--- config.mk ---
export PLATFORM = sky130hd
export DESIGN_NAME = asconp_iter
export DESIGN_NICKNAME = d
export VERILOG_FILES = /design/src/rtl/asconp_pkg.sv /design/src/rtl/asconp_round.sv /design/src/rtl/asconp_iter.sv
export SDC_FILE = /design/constraint.sdc
export NUM_CORES = 2
export LEC_CHECK = 0
export ABC_AREA = 1
export CORE_UTILIZATION = 30
export CTS_CLUSTER_DIAMETER = 100
export CTS_CLUSTER_SIZE = 10
export DETAILED_ROUTE_END_ITERATION = 7
export HOLD_SLACK_MARGIN = 0.1
export MAX_ROUTING_LAYER = met4
export REMOVE_ABC_BUFFERS = 1
export SYNTH_ARGS = -nofsm -noshare
export SYNTH_HDL_FRONTEND = slang
export SYNTH_SLANG_ARGS = --single-unit
--- constraint.sdc ---
create_clock -name clk_i -period 2.45 [get_ports clk_i]
set_input_delay 0.735 -clock clk_i [delete_from_list [all_inputs] [get_ports clk_i]]
set_output_delay 0.735 -clock clk_i [all_outputs]
set_load 0.1 [all_outputs]
--- src/rtl/asconp_pkg.sv ---
// Shared types, constants and helpers for the iterative Ascon permutation.
// Latency: n/a (package only).
// Backpressure: n/a (package only).
package asconp_pkg;

    localparam int ROUNDS_MAX_DEF = 12;
    localparam int ROUNDS_TOTAL   = 12;

    typedef logic [63:0] word_t;

    typedef struct packed {
        word_t x0;
        word_t x1;
        word_t x2;
        word_t x3;
        word_t x4;
    } state_t;

    typedef enum logic [1:0] {
        ST_IDLE,
        ST_RUN,
        ST_DONE
    } fsm_e;

    // Round constant for round index idx of the 12-round schedule.
    function automatic logic [7:0] round_const(input logic [3:0] idx);
        logic [3:0] hi;
        hi = 4'd15 - idx;
        return {hi, idx};
    endfunction

    function automatic word_t ror(input word_t w, input int n);
        return (w >> n) | (w << (64 - n));
    endfunction

endpackage

--- src/rtl/asconp_round.sv ---
// One Ascon round: constant add, bitsliced S-box, linear layer; bypassed when en=0.
// Latency: purely combinational.
// Backpressure: none; the caller decides when the result is registered.
module asconp_round
    import asconp_pkg::*;
(
    input  state_t     s_in,
    input  logic [3:0] idx,
    input  logic       en,
    output state_t     s_out
);

    state_t c_add;
    state_t s_box;
    state_t lin;
    word_t  b0, b1, b2, b3, b4;
    word_t  t0, t1, t2, t3, t4;

    always_comb begin
        c_add    = s_in;
        c_add.x2 = s_in.x2 ^ {56'd0, round_const(idx)};
    end

    // Bitsliced 5-bit S-box applied to all 64 columns at once.
    always_comb begin
        b0 = c_add.x0 ^ c_add.x4;
        b1 = c_add.x1;
        b2 = c_add.x2 ^ c_add.x1;
        b3 = c_add.x3;
        b4 = c_add.x4 ^ c_add.x3;

        t0 = ~b0 & b1;
        t1 = ~b1 & b2;
        t2 = ~b2 & b3;
        t3 = ~b3 & b4;
        t4 = ~b4 & b0;

        b0 = b0 ^ t1;
        b1 = b1 ^ t2;
        b2 = b2 ^ t3;
        b3 = b3 ^ t4;
        b4 = b4 ^ t0;

        s_box.x1 = b1 ^ b0;
        s_box.x0 = b0 ^ b4;
        s_box.x3 = b3 ^ b2;
        s_box.x2 = ~b2;
        s_box.x4 = b4;
    end

    always_comb begin
        lin.x0 = s_box.x0 ^ ror(s_box.x0, 19) ^ ror(s_box.x0, 28);
        lin.x1 = s_box.x1 ^ ror(s_box.x1, 61) ^ ror(s_box.x1, 39);
        lin.x2 = s_box.x2 ^ ror(s_box.x2, 1)  ^ ror(s_box.x2, 6);
        lin.x3 = s_box.x3 ^ ror(s_box.x3, 10) ^ ror(s_box.x3, 17);
        lin.x4 = s_box.x4 ^ ror(s_box.x4, 7)  ^ ror(s_box.x4, 41);
    end

    assign s_out = en ? lin : s_in;

endmodule

--- src/rtl/asconp_iter.sv ---
// Iterative Ascon-p permutation, UROL rounds per cycle, nr = min(rounds_i, ROUNDS_MAX).
// Latency: result valid ceil(nr/UROL) cycles after the accept edge (0 allowed).
// Backpressure: result held in DONE until out_ready_i; no new request accepted until IDLE.
module asconp_iter
    import asconp_pkg::*;
#(
    parameter int UROL       = 1,
    parameter int ROUNDS_MAX = ROUNDS_MAX_DEF
) (
    input  logic        clk_i,
    input  logic        rst_i,
    input  logic        in_valid_i,
    output logic        in_ready_o,
    input  logic [3:0]  rounds_i,
    input  logic [63:0] x0_i,
    input  logic [63:0] x1_i,
    input  logic [63:0] x2_i,
    input  logic [63:0] x3_i,
    input  logic [63:0] x4_i,
    output logic        out_valid_o,
    input  logic        out_ready_i,
    output logic [63:0] x0_o,
    output logic [63:0] x1_o,
    output logic [63:0] x2_o,
    output logic [63:0] x3_o,
    output logic [63:0] x4_o,
    output logic        busy_o
);

    fsm_e       fsm_q, fsm_d;
    state_t     st_q, st_d;
    logic [3:0] r_q, r_d;
    logic [3:0] nr;
    logic [4:0] r_step;
    state_t     chain [UROL+1];

    assign chain[0] = st_q;

    // Slot k works on round index r+k; slots past the last round pass through.
    for (genvar k = 0; k < UROL; k++) begin : g_round
        logic [4:0] slot;
        assign slot = {1'b0, r_q} + 5'(k);

        asconp_round u_round (
            .s_in  (chain[k]),
            .idx   (slot[3:0]),
            .en    (slot < 5'(ROUNDS_TOTAL)),
            .s_out (chain[k+1])
        );
    end

    assign nr     = (rounds_i > 4'(ROUNDS_MAX)) ? 4'(ROUNDS_MAX) : rounds_i;
    assign r_step = {1'b0, r_q} + 5'(UROL);

    always_comb begin
        fsm_d = fsm_q;
        st_d  = st_q;
        r_d   = r_q;
        case (fsm_q)
            ST_IDLE: begin
                if (in_valid_i) begin
                    st_d  = {x0_i, x1_i, x2_i, x3_i, x4_i};
                    r_d   = 4'(ROUNDS_TOTAL) - nr;
                    fsm_d = (nr == 4'd0) ? ST_DONE : ST_RUN;
                end
            end
            ST_RUN: begin
                st_d = chain[UROL];
                if (r_step >= 5'(ROUNDS_TOTAL)) begin
                    r_d   = 4'(ROUNDS_TOTAL);
                    fsm_d = ST_DONE;
                end else begin
                    r_d = r_step[3:0];
                end
            end
            ST_DONE: begin
                if (out_ready_i) begin
                    fsm_d = ST_IDLE;
                end
            end
            default: begin
                fsm_d = ST_IDLE;
            end
        endcase
    end

    always_ff @(posedge clk_i) begin
        if (rst_i) begin
            fsm_q <= ST_IDLE;
            st_q  <= '0;
            r_q   <= '0;
        end else begin
            fsm_q <= fsm_d;
            st_q  <= st_d;
            r_q   <= r_d;
        end
    end

    assign in_ready_o  = (fsm_q == ST_IDLE);
    assign out_valid_o = (fsm_q == ST_DONE);
    assign busy_o      = (fsm_q != ST_IDLE);

    assign x0_o = st_q.x0;
    assign x1_o = st_q.x1;
    assign x2_o = st_q.x2;
    assign x3_o = st_q.x3;
    assign x4_o = st_q.x4;

endmodule

==> impl_metrics.tcl <==
set metrics [dict create \
    status "complete, but fails checks" \
    violations "DRC" \
    dp_hpwl_um 192000 \
    overflow 0 \
    worstPathMaxFanout 3 \
    cts_root_buf "clkbuf_16" \
    clk_pin_slew_ns 0.06 \
    routabilityCongestion 1.08 \
    via_per_inst 5.12 \
    ys_ff_latch 326 \
    crit_chain "buf_4 -> nand2_1 -> o21ai_0 -> buf_4 -> xor2_1 -> nand2_1 -> nand2_1 -> nand2_1 -> nand3_1 -> buf_4 -> nand2_1 -> a21oi_1" \
    crit_arrival_ns 2.96 \
    grt_max_degree 74 \
    hold_class "flop to flop" \
    synth_top_family_by_area "simple AND/OR/NAND/NOR gates" \
    finalSetupViolCount 0 \
    crit_buf_inv 3 \
    cp_top_family "buffers and inverters" \
    tightest_slew_ns 0.671 \
    timing.slew.headroom_pct 54.9 \
    path_class "flop to flop" \
    nets 8292 \
    final_util_pct 47.2 \
    synth_xor_area_share_pct 9.57 \
    insertion_delay_ns 0.64 \
    drtIter0Drc 5020 \
    multi_input_area_um2 25200 \
    grt_pass1_vias 43600 \
    slew_violations 0 \
    path_common_cell "nand2_1" \
    cts_inserted_buffers 42 \
    synth_compound_area_share_pct 9.93 \
    wl_per_cell_um 23.9 \
    finalCritPeriodShare_pct 97.5 \
    fmax_ghz 0.419 \
    syn_inst 6361 \
    cts_sinks 326 \
    htree_levels 2 \
    die_w_um 341 \
    end_kind "flop" \
    area_growth_pct 56.3 \
    slowest_stage "dfxtp_1" \
    synth-simple-area-share_pct 48.5 \
    io_pins 651 \
    floorplan.initialDensity_pct 30.2 \
    grt_antenna_before_repair 9 \
    rsz0062_at_grt "yes" \
    skew_ns 0.0359 \
    fillers 12100 \
    seq_area_frac_synth_pct 18.9 \
    vias 48000 \
    drive_gt1_share_pct 17.9 \
    hold_buffers 0 \
    rows 124 \
    die_area_um2 116000 \
    cts_tree "built" \
    ys_warn_count 0 \
    firstDrtPassIters 8 \
    final_antenna_net_count 0 \
    maxCapViolations 0 \
    synth.cell_area_um2 34500 \
    synth.distinct_cells 29 \
    hold_violations 0 \
    max-clock-path-buffers 3 \
    synthMuxAreaShare_pct 0 \
    gr-usage-all-layers_pct 38.2 \
    required_ns 3.02 \
    post-route-cell-area_um2 53900 \
    dieHeight_um 341 \
    grt_pass1_wl_um 308000 \
    max_stage_delay_ns 0.47 \
    port_buffers 650 \
    avgSynthCellArea_um2 5.42 \
    seq_area_um2 6530 \
    fin_crit_ns 2.39 \
    drc 8 \
    wl_um 223000 \
    crit_path_start_kind "flop" \
    synthAdderAreaFrac_pct 4.84 \
    core_area_um2 114000 \
    placed_area_um2 52500 \
]
timing repair:
item                       CTS  global route
setup endpoints to repair    5            37
setup buffers                0             3
pin swaps                    0             4
gates resized for setup      3            27
gates cloned                 0             0
layout by cell type (no fill, tap or decap), types with 5 or more instances in the layout:
master,synthesis,layout
nand3_1,695,692
a21boi_1,44,44
xnor2_2,13,14
clkdlybuf4s50_1,0,326
nor2_1,659,659
clkinv_2,0,5
buf_4,4,959
inv_2,19,19
dfxtp_1,326,323
o21ai_1,132,132
buf_12,0,321
xor2_1,256,250
nand3b_1,8,8
clkbuf_16,0,45
nand2_1,2693,2684
a21oi_1,395,393
nand2_2,0,9
inv_1,532,532
xnor2_1,89,87
xor2_2,4,10
ha_1,131,130
nand4_1,90,90
o21ai_0,83,82
stage by stage:
step / setup slack, ns / TNS, ns / instances / hold WS, ns
2_1_floorplan: -21.22 / -6828.72 / 6180 / 0.588
3_3_place_gp: -0.415 / -0.561 / 9298 / 0.470
3_5_place_dp: -0.330 / -0.537 / 9298 / 0.477
4_1_cts: 0.0103 / 0 / 9355 / 0.486
5_1_grt: -0.0310 / -0.0472 / 9361 / 0.514
6_report: 0.0620 / 0 / 9361 / 0.493
state kept, by name (all words and copies together) (netlist names):
register,cells
x2_o,64
x0_o,64
fsm_q,2
x4_o,64
x3_o,64
r_q,4
x1_o,64
synthesized netlist by cell type:
library cell / n / area share, %
a22oi_1: 1 / 0.022
buf_4: 4 / 0.087
xnor2_2: 13 / 0.61
nor2_4: 1 / 0.033
inv_2: 19 / 0.21
dfxtp_1: 326 / 19
ha_1: 131 / 4.8
nand2_1: 2693 / 29
nand3b_1: 8 / 0.17
buf_1: 10 / 0.11
nor2_1: 659 / 7.2
o311ai_0: 1 / 0.025
maj3_1: 3 / 0.087
o21ai_0: 83 / 1.2
xor2_2: 4 / 0.19
xnor2_1: 89 / 2.3
o21ai_1: 132 / 1.9
inv_1: 532 / 5.8
clkbuf_1: 93 / 1.0
o21a_1: 2 / 0.044
o22a_1: 1 / 0.025
nand3_1: 695 / 10
xor2_1: 256 / 6.5
a21boi_1: 44 / 0.96
buf_2: 74 / 1.1
or2_2: 1 / 0.018
a21oi_1: 395 / 5.7
nor2_2: 1 / 0.018
nand4_1: 90 / 1.6
path summary, 6_finish.rpt:
check | from | to | slack [ns] | cells after the start
worst max register to register | x2_o[61]$_SDFFE_PP0P_ | x1_o[61]$_SDFFE_PP0P_ | 0.06 | 12
worst min register to register | x3_o[41]$_SDFFE_PP0P_ | x3_o[41]$_SDFFE_PP0P_ | 0.49 | 2
worst max-delay path | x2_o[61]$_SDFFE_PP0P_ | x1_o[61]$_SDFFE_PP0P_ | 0.06 | 12
worst min-delay path | x3_o[41]$_SDFFE_PP0P_ | x3_o[41]$_SDFFE_PP0P_ | 0.49 | 2
routing by layer:
metal  vias up  global-route usage (%)  wire, µm
li1      23100                       -         -
met1     22300                    49.1     94100
met2      2162                    58.3     97600
met3       399                    4.01     17200
met4         0                    21.1     14500
met5         -                       -         0
worst register-to-register path, cell delays in order (launching register included):
cell	delay, ns
dfxtp_1	0.47
buf_4	0.23
nand2_1	0.06
o21ai_0	0.18
buf_4	0.26
xor2_1	0.27
nand2_1	0.16
nand2_1	0.11
nand2_1	0.05
nand3_1	0.07
buf_4	0.18
nand2_1	0.16
a21oi_1	0.15
cells by family (layout without fill, tap and decap cells):
| logic type | Yosys count | count (layout) |
|---|---|---|
| other cells | 0 | 3 |
| buf+inv | 732 | 2217 |
| flops | 326 | 326 |
| compound gates | 659 | 659 |
| fa+ha+maj | 134 | 134 |
| xor+xnor | 362 | 362 |
| simple gates | 4148 | 4148 |
cell type report:
| cell class | count | share of cell area [%] |
|---|---|---|
| multi-input combinational | 5303 | 46.8 |
| timing repair buffer | 1609 | 31.4 |
| sequential | 326 | 12.1 |
| inverter | 551 | 3.84 |
| tap | 1512 | 3.51 |
| clock buffer | 48 | 2.11 |
| clock inverter | 9 | 0.151 |
| antenna | 3 | 0.0139 |
Power is left out: the tool's default activity adds up to more than one toggle a clock period on the data nets, which glitch-free logic cannot reach.
